## config.mk

```make
export PLATFORM = sky130hd
export DESIGN_NAME = spi_slave
export DESIGN_NICKNAME = d
export VERILOG_FILES = /design/src/rtl/tt6581_pkg.sv /design/src/rtl/sync_2ff.sv /design/src/rtl/spi_slave.sv
export SDC_FILE = /design/constraint.sdc
export NUM_CORES = 1
export LEC_CHECK = 0
export CAP_MARGIN = 20
export CORE_MARGIN = 2
export CORE_UTILIZATION = 45
export DETAILED_ROUTE_END_ITERATION = 10
export GPL_ROUTABILITY_DRIVEN = 0
export GPL_TIMING_DRIVEN = 1
export PLACE_DENSITY_LB_ADDON = 0.15
export SYNTH_ARGS = -nofsm -noshare
export SYNTH_HDL_FRONTEND = slang
export SYNTH_SLANG_ARGS = --single-unit
```

## constraint.sdc

```tcl
create_clock -name clk_i -period 2.5 [get_ports clk_i]
set_clock_uncertainty 0.2 [all_clocks]
set_input_delay 0.625 -clock clk_i [delete_from_list [all_inputs] [get_ports clk_i]]
set_output_delay 0.625 -clock clk_i [all_outputs]
set_load 0.005 [all_outputs]
```

## src/rtl/tt6581_pkg.sv

```systemverilog
// -----------------------------------------------------------------------------
// tt6581_pkg
// Shared SPI register-port constants and the SPI slave FSM state type.
//   SPI_ADDR_W    : register address width carried in the command byte
//   SPI_DATA_W    : register data width carried in the data byte
//   SPI_FRAME_LEN : bits per SPI frame (1 R/W bit + address + data)
// -----------------------------------------------------------------------------
package tt6581_pkg;

  localparam int SPI_ADDR_W    = 7;
  localparam int SPI_DATA_W    = 8;
  localparam int SPI_FRAME_LEN = 16;

  // Bit counter wide enough to hold 0..SPI_FRAME_LEN.
  localparam int CNT_W = $clog2(SPI_FRAME_LEN + 1);

  // Counter value seen when the last command bit (R/W + address) arrives.
  localparam logic [CNT_W-1:0] CNT_CMD_LAST   = CNT_W'(SPI_ADDR_W);
  // Counter value seen when the last data bit arrives.
  localparam logic [CNT_W-1:0] CNT_FRAME_LAST = CNT_W'(SPI_FRAME_LEN - 1);

  typedef enum logic [1:0] {
    ST_IDLE,
    ST_CMD,
    ST_DATA,
    ST_DONE
  } spi_state_e;

endpackage

```

## src/rtl/sync_2ff.sv

```systemverilog
// -----------------------------------------------------------------------------
// sync_2ff
// Two-flop synchronizer for a single asynchronous bit.
//   clk_i  : destination clock
//   rst_i  : synchronous active-high reset, both flops load RST_VAL
//   d_i    : asynchronous input
//   q_o    : synchronized output (two clk_i cycles of latency)
// -----------------------------------------------------------------------------
module sync_2ff #(
  parameter logic RST_VAL = 1'b0
) (
  input  logic clk_i,
  input  logic rst_i,
  input  logic d_i,
  output logic q_o
);

  logic meta_q;
  logic sync_q;

  always_ff @(posedge clk_i) begin
    if (rst_i) begin
      meta_q <= RST_VAL;
      sync_q <= RST_VAL;
    end else begin
      meta_q <= d_i;
      sync_q <= meta_q;
    end
  end

  assign q_o = sync_q;

endmodule

```

## src/rtl/spi_slave.sv

```systemverilog
// -----------------------------------------------------------------------------
// spi_slave
// SPI mode-0 slave giving an SPI master access to the voice/filter register
// file. Frame (MSB first): bit15 = 1 write / 0 read, bits14:8 address,
// bits7:0 data. sclk/cs/mosi are oversampled by clk_i, so each sclk
// half-period must last at least 4 clk_i cycles.
//
// Ports
//   clk_i    : system clock
//   rst_i    : synchronous active-high reset
//   sclk_i   : SPI clock (async)
//   cs_i     : chip select, active low (async)
//   mosi_i   : serial data in
//   miso_o   : serial data out (read data, readback builds only)
//   addr_o   : register address of the current frame
//   wdata_o  : write data, valid while wr_en_o = 1
//   wr_en_o  : one-cycle write strobe
//   rd_en_o  : one-cycle read request (readback builds only)
//   rdata_i  : read data, valid the cycle after rd_en_o
//
// Build option
//   SPI_READBACK_EN : when defined, read frames issue rd_en_o and shift the
//                     returned byte out on miso_o. When undefined, rd_en_o and
//                     miso_o are tied low and read frames finish silently.
// -----------------------------------------------------------------------------
module spi_slave
  import tt6581_pkg::*;
(
  input  logic                  clk_i,
  input  logic                  rst_i,
  input  logic                  sclk_i,
  input  logic                  cs_i,
  input  logic                  mosi_i,
  output logic                  miso_o,
  output logic [SPI_ADDR_W-1:0] addr_o,
  output logic [SPI_DATA_W-1:0] wdata_o,
  output logic                  wr_en_o,
  output logic                  rd_en_o,
  input  logic [SPI_DATA_W-1:0] rdata_i
);

  logic sclk_s, cs_s, mosi_s;

  sync_2ff #(.RST_VAL(1'b0)) u_sync_sclk (.clk_i(clk_i), .rst_i(rst_i), .d_i(sclk_i), .q_o(sclk_s));
  sync_2ff #(.RST_VAL(1'b1)) u_sync_cs   (.clk_i(clk_i), .rst_i(rst_i), .d_i(cs_i),   .q_o(cs_s));
  sync_2ff #(.RST_VAL(1'b0)) u_sync_mosi (.clk_i(clk_i), .rst_i(rst_i), .d_i(mosi_i), .q_o(mosi_s));

  spi_state_e            state_q;
  logic                  sclk_prev_q;
  logic                  cs_prev_q;
  logic [1:0]            settle_q;
  logic                  armed_q;
  logic [CNT_W-1:0]      cnt_q;
  logic [SPI_DATA_W-1:0] rx_q;
  logic                  is_wr_q;
  logic [SPI_ADDR_W-1:0] addr_q;
  logic [SPI_DATA_W-1:0] wdata_q;
  logic                  wr_en_q;
`ifdef SPI_READBACK_EN
  logic                  rd_en_q;
  logic                  load_q;
  logic [SPI_DATA_W-1:0] tx_q;
  logic                  miso_q;
`endif

  logic sclk_rise, sclk_fall, cs_rise, cs_fall;

  assign sclk_rise = sclk_s & ~sclk_prev_q;
  assign sclk_fall = ~sclk_s & sclk_prev_q;
  assign cs_rise   = cs_s & ~cs_prev_q;
  assign cs_fall   = ~cs_s & cs_prev_q;

  always_ff @(posedge clk_i) begin
    if (rst_i) begin
      state_q     <= ST_IDLE;
      sclk_prev_q <= 1'b0;
      cs_prev_q   <= 1'b1;
      settle_q    <= '0;
      armed_q     <= 1'b0;
      cnt_q       <= '0;
      rx_q        <= '0;
      is_wr_q     <= 1'b0;
      addr_q      <= '0;
      wdata_q     <= '0;
      wr_en_q     <= 1'b0;
`ifdef SPI_READBACK_EN
      rd_en_q     <= 1'b0;
      load_q      <= 1'b0;
      tx_q        <= '0;
      miso_q      <= 1'b0;
`endif
    end else begin
      sclk_prev_q <= sclk_s;
      cs_prev_q   <= cs_s;
      wr_en_q     <= 1'b0;

      // The synchronizers show their reset value for two cycles after reset.
      // Only a cs level seen after that is trusted to arm the slave, so a cs
      // already low at reset release never looks like a new frame.
      settle_q <= {settle_q[0], 1'b1};
      if (settle_q[1] && cs_s) armed_q <= 1'b1;

`ifdef SPI_READBACK_EN
      // rd_en_o -> rdata_i valid one cycle later -> captured into tx_q.
      rd_en_q <= 1'b0;
      load_q  <= rd_en_q;
      if (load_q) tx_q <= rdata_i;
`endif

      if (cs_rise) begin
        state_q <= ST_IDLE;
        cnt_q   <= '0;
`ifdef SPI_READBACK_EN
        miso_q  <= 1'b0;
`endif
      end else begin
        case (state_q)
          ST_IDLE: begin
            if (cs_fall && armed_q) begin
              state_q <= ST_CMD;
              cnt_q   <= '0;
            end
          end
          ST_CMD: begin
            if (sclk_rise) begin
              rx_q  <= {rx_q[SPI_DATA_W-2:0], mosi_s};
              cnt_q <= cnt_q + CNT_W'(1);
              if (cnt_q == CNT_CMD_LAST) begin
                // rx_q still holds the first 7 bits: R/W flag then addr[6:1].
                is_wr_q <= rx_q[SPI_ADDR_W-1];
                addr_q  <= {rx_q[SPI_ADDR_W-2:0], mosi_s};
                state_q <= ST_DATA;
`ifdef SPI_READBACK_EN
                if (!rx_q[SPI_ADDR_W-1]) rd_en_q <= 1'b1;
`endif
              end
            end
          end
          ST_DATA: begin
            if (sclk_rise) begin
              rx_q  <= {rx_q[SPI_DATA_W-2:0], mosi_s};
              cnt_q <= cnt_q + CNT_W'(1);
              if (cnt_q == CNT_FRAME_LAST) begin
                state_q <= ST_DONE;
                if (is_wr_q) begin
                  wdata_q <= {rx_q[SPI_DATA_W-2:0], mosi_s};
                  wr_en_q <= 1'b1;
                end
`ifdef SPI_READBACK_EN
                miso_q <= 1'b0;
`endif
              end
`ifdef SPI_READBACK_EN
            end else if (sclk_fall && !is_wr_q) begin
              // First falling edge in DATA is the 8th of the frame: bit7 out.
              miso_q <= tx_q[SPI_DATA_W-1];
              tx_q   <= {tx_q[SPI_DATA_W-2:0], 1'b0};
`endif
            end
          end
          ST_DONE: ;
          default: state_q <= ST_IDLE;
        endcase
      end
    end
  end

  assign addr_o  = addr_q;
  assign wdata_o = wdata_q;
  assign wr_en_o = wr_en_q;

`ifdef SPI_READBACK_EN
  assign rd_en_o = rd_en_q;
  assign miso_o  = miso_q;
`else
  logic unused_rdata;
  assign unused_rdata = ^rdata_i;
  assign rd_en_o      = 1'b0;
  assign miso_o       = 1'b0;
`endif

endmodule

```

==> results.ini <==
[routing]
initialDrtViolationCount=23
routed_vias_inst=4.93
drt.antenna.violating_nets=0
avgRoutedWirePerCell_um=12.6
drt_first_pass_iters=4
dr_total_vias=1134
finalWirelength_um=2900
drc=0

[setup_path]
arrival_time_at_the_worst_endpoint_ns=2.15
timing_worst_setup_path_type=flop to flop
worstPathMaxFanout=6
data_required_time_at_the_worst_endpoint_ns=2.48
cp-end-kind=flop
worstSetupStartpointType=flop
r2r_cells=6

[min_path]
holdCritPathClass=flop to flop
holdPathStages=1

[cts]
clkSlewWorstSetupHoldPaths_ns=0.08
cts_resized=0
clockBufferDepth=2
clock_insertion_delay_worst_skew_ns=0.30
cts-buffers-inserted=5
post_cts.repair.setup_buffers=0
number_of_h_tree_levels=2
tritoncts=done
tritoncts_num_sinks=42
cts_root_buf=sky130_fd_sc_hd__clkbuf_8
cts_hold_repair.buffers=0

[pwr]
power.density_nw_per_um2=707
leakagePower_nw=0.905
clk_network_pwr_share=0.314
total_power_draw_mw=1.43
p_int_mw=1.04
power.combinational.fraction=0.173
total_switching_power_mw=0.392
pwr-share-seq=0.513
vdd.ir_drop.worst_mv=0.419
switching_share=0.274

[timing]
final.setup.tns_ns=0
final_hold_vios=0
report.final.slew_viol_count=0
final.min_clock_period_ns=2.17
portion_of_the_clock_cycle_consumed_by_the_worst_path_in_the_final_layout=0.868
fmax_ghz=0.461
setup_viol=0
rsz0062_at_grt=no
final.setup.worst_slack_ns=0.329

[global_routing]
first_pass_grt_wire_length_um=4770
global_route.usage.total=0.151
grt_pass1_vias=1095
grt_antenna_before_repair=0
grt_max_degree=37
gr-total-overflow=0

[floorplanning]
std_cell_rows=22
io_pins=31
floorplan.die.width_um=65.1
initial_core_util=0.463
fp.dieArea_um2=4240
fp.dieH_um=65.1
core_um2=3630

[synthesis]
ys_seq_area_frac=0.500
post_synth_num_cell_types=33
ys.warnings.count=0
synth-seq-cells=42
netlist_instances=157
synth.avg_cell_area_um2=10.7
synth_area_um2=1680

[layout]
syn2layout_area_growth_pct=20.4
layout.cells.non_filler=230
final_layout_size_suffix_gt1_frac=0.115
ff_latch_area_um2=841
final_net_count=201
fillers=331
final_core_utilization=0.557
num_antenna_cells=0
multiInputGateArea_um2=795

[placed_design]
dp_cells=222
port-buffer-count=20
preCtsSetupSlack_ns=0.335
total_half_perimeter_wirelength_after_legalization_and_detailed_placement_um=2020

[run]
max_cap_violations=0

[outcome]
status=complete, no violations

-- synthesized netlist by cell type, drive strengths merged --
cell | instances | area (um2)
nor4 | 1 | 6.26
nor2b | 7 | 43.8
dfxtp | 42 | 841
a211o | 1 | 8.76
nor3 | 1 | 16.3
a21bo | 1 | 10.0
nand3 | 1 | 10.0
xnor2 | 1 | 8.76
mux2 | 1 | 11.3
clkbuf | 3 | 11.3
a21oi | 2 | 10.0
and4bb | 1 | 12.5
nor2 | 30 | 113
nand3b | 4 | 55.1
or3 | 1 | 6.26
a22o | 1 | 8.76
a22oi | 1 | 21.3
a211oi | 1 | 7.51
ha | 7 | 87.6
inv | 5 | 18.8
o211ai | 1 | 7.51
and3 | 1 | 6.26
conb | 1 | 3.75
or2 | 3 | 18.8
nand4 | 2 | 18.8
nand2 | 5 | 18.8
buf | 3 | 20.0
mux2i | 26 | 260
nand2b | 2 | 12.5
and2b | 1 | 7.51
-- cell families after synthesis --
kind of cell / synth area share
buffers and inverters: 0.0298
XOR/XNOR: 0.00521
AO/OA/AOI/OAI: 0.0439
AND/OR/NAND/NOR: 0.205
other: 0.00223
multiplexers: 0.161
adder cells (fa/ha/maj): 0.0521
flip-flops: 0.500
-- registers in the layout (all words and copies together), names as in the netlist --
signal / count
state_q: 2
cnt_q: 5
rx_q: 7
addr_o: 7
u_sync_sclk.meta_q: 1
u_sync_mosi.q_o: 1
u_sync_cs.q_o: 1
cs_prev_q: 1
u_sync_sclk.q_o: 1
wr_en_o: 1
is_wr_q: 1
u_sync_cs.meta_q: 1
u_sync_mosi.meta_q: 1
sclk_prev_q: 1
armed_q: 1
settle_q: 2
wdata_o: 8
-- critical path, cell delays in order (launching register included) --
cell and delay (ns):
sky130_fd_sc_hd__dfxtp_1 0.41, sky130_fd_sc_hd__inv_1 0.09, sky130_fd_sc_hd__ha_1 0.35, sky130_fd_sc_hd__nand2b_1 0.22
sky130_fd_sc_hd__o211ai_1 0.41, sky130_fd_sc_hd__nor2_1 0.08, sky130_fd_sc_hd__mux2_1 0.29
-- stage by stage --
step / hold WS [ns] / instance area, um2
3_3_place_gp: 0.191 / 1930
6_report: 0.211 / 2020
5_1_grt: 0.226 / 2020
3_5_place_dp: 0.193 / 1930
4_1_cts: 0.212 / 2020
2_1_floorplan: 0.189 / 1690
-- routing by layer --
metal	vias to the layer above	share of wire	global-route usage
met3	6	0.041	0.0514
met1	544	0.42	0.159
met5	-	0	0
li1	568	-	-
met2	16	0.52	0.267
met4	0	0.021	0.0781
-- cell type report --
class / count / share of cell area
flip-flops and latches: 42 / 0.415
inverters: 5 / 0.00927
repair buffers: 22 / 0.106
clock buffers: 6 / 0.0408
clock inverters: 2 / 0.00618
well taps: 48 / 0.0297
multi-input cells: 105 / 0.392
-- cells in the final DEF, fill, tap and decap left out, types with 2 or more instances in the layout --
cell                              Yosys  final
sky130_fd_sc_hd__dfxtp_1             42     42
sky130_fd_sc_hd__nor2_1              30     30
sky130_fd_sc_hd__mux2i_1             26     26
sky130_fd_sc_hd__clkdlybuf4s50_1      0     20
sky130_fd_sc_hd__nor2b_1              7      7
sky130_fd_sc_hd__ha_1                 7      7
sky130_fd_sc_hd__clkbuf_8             0      6
sky130_fd_sc_hd__inv_1                5      5
sky130_fd_sc_hd__nand2_1              5      5
sky130_fd_sc_hd__or2_2                3      3
sky130_fd_sc_hd__nand2b_1             2      2
sky130_fd_sc_hd__nand3b_4             2      2
sky130_fd_sc_hd__nand3b_1             2      2
sky130_fd_sc_hd__a21oi_1              2      2
sky130_fd_sc_hd__conb_1               1      2
sky130_fd_sc_hd__buf_4                2      2
-- path summary, 6_finish.rpt --
check	from	to	slack, ns
min reg2reg	u_sync_cs.meta_q	u_sync_cs.q_o	0.21
max	state_q[0]	cnt_q[3]	0.33
min	u_sync_cs.meta_q	u_sync_cs.q_o	0.21
max reg2reg	state_q[0]	cnt_q[3]	0.33
-- power groups by stage --
stage | registers, mW | logic (mW) | clock network (mW)
after floorplan | 0.743 | 0.206 | 0
after global placement | 0.747 | 0.231 | 0
after detailed placement | 0.750 | 0.248 | 0
after CTS | 0.735 | 0.249 | 0.463
after global routing | 0.741 | 0.268 | 0.494
final | 0.735 | 0.248 | 0.449
(Power assumes the default switching activity.)
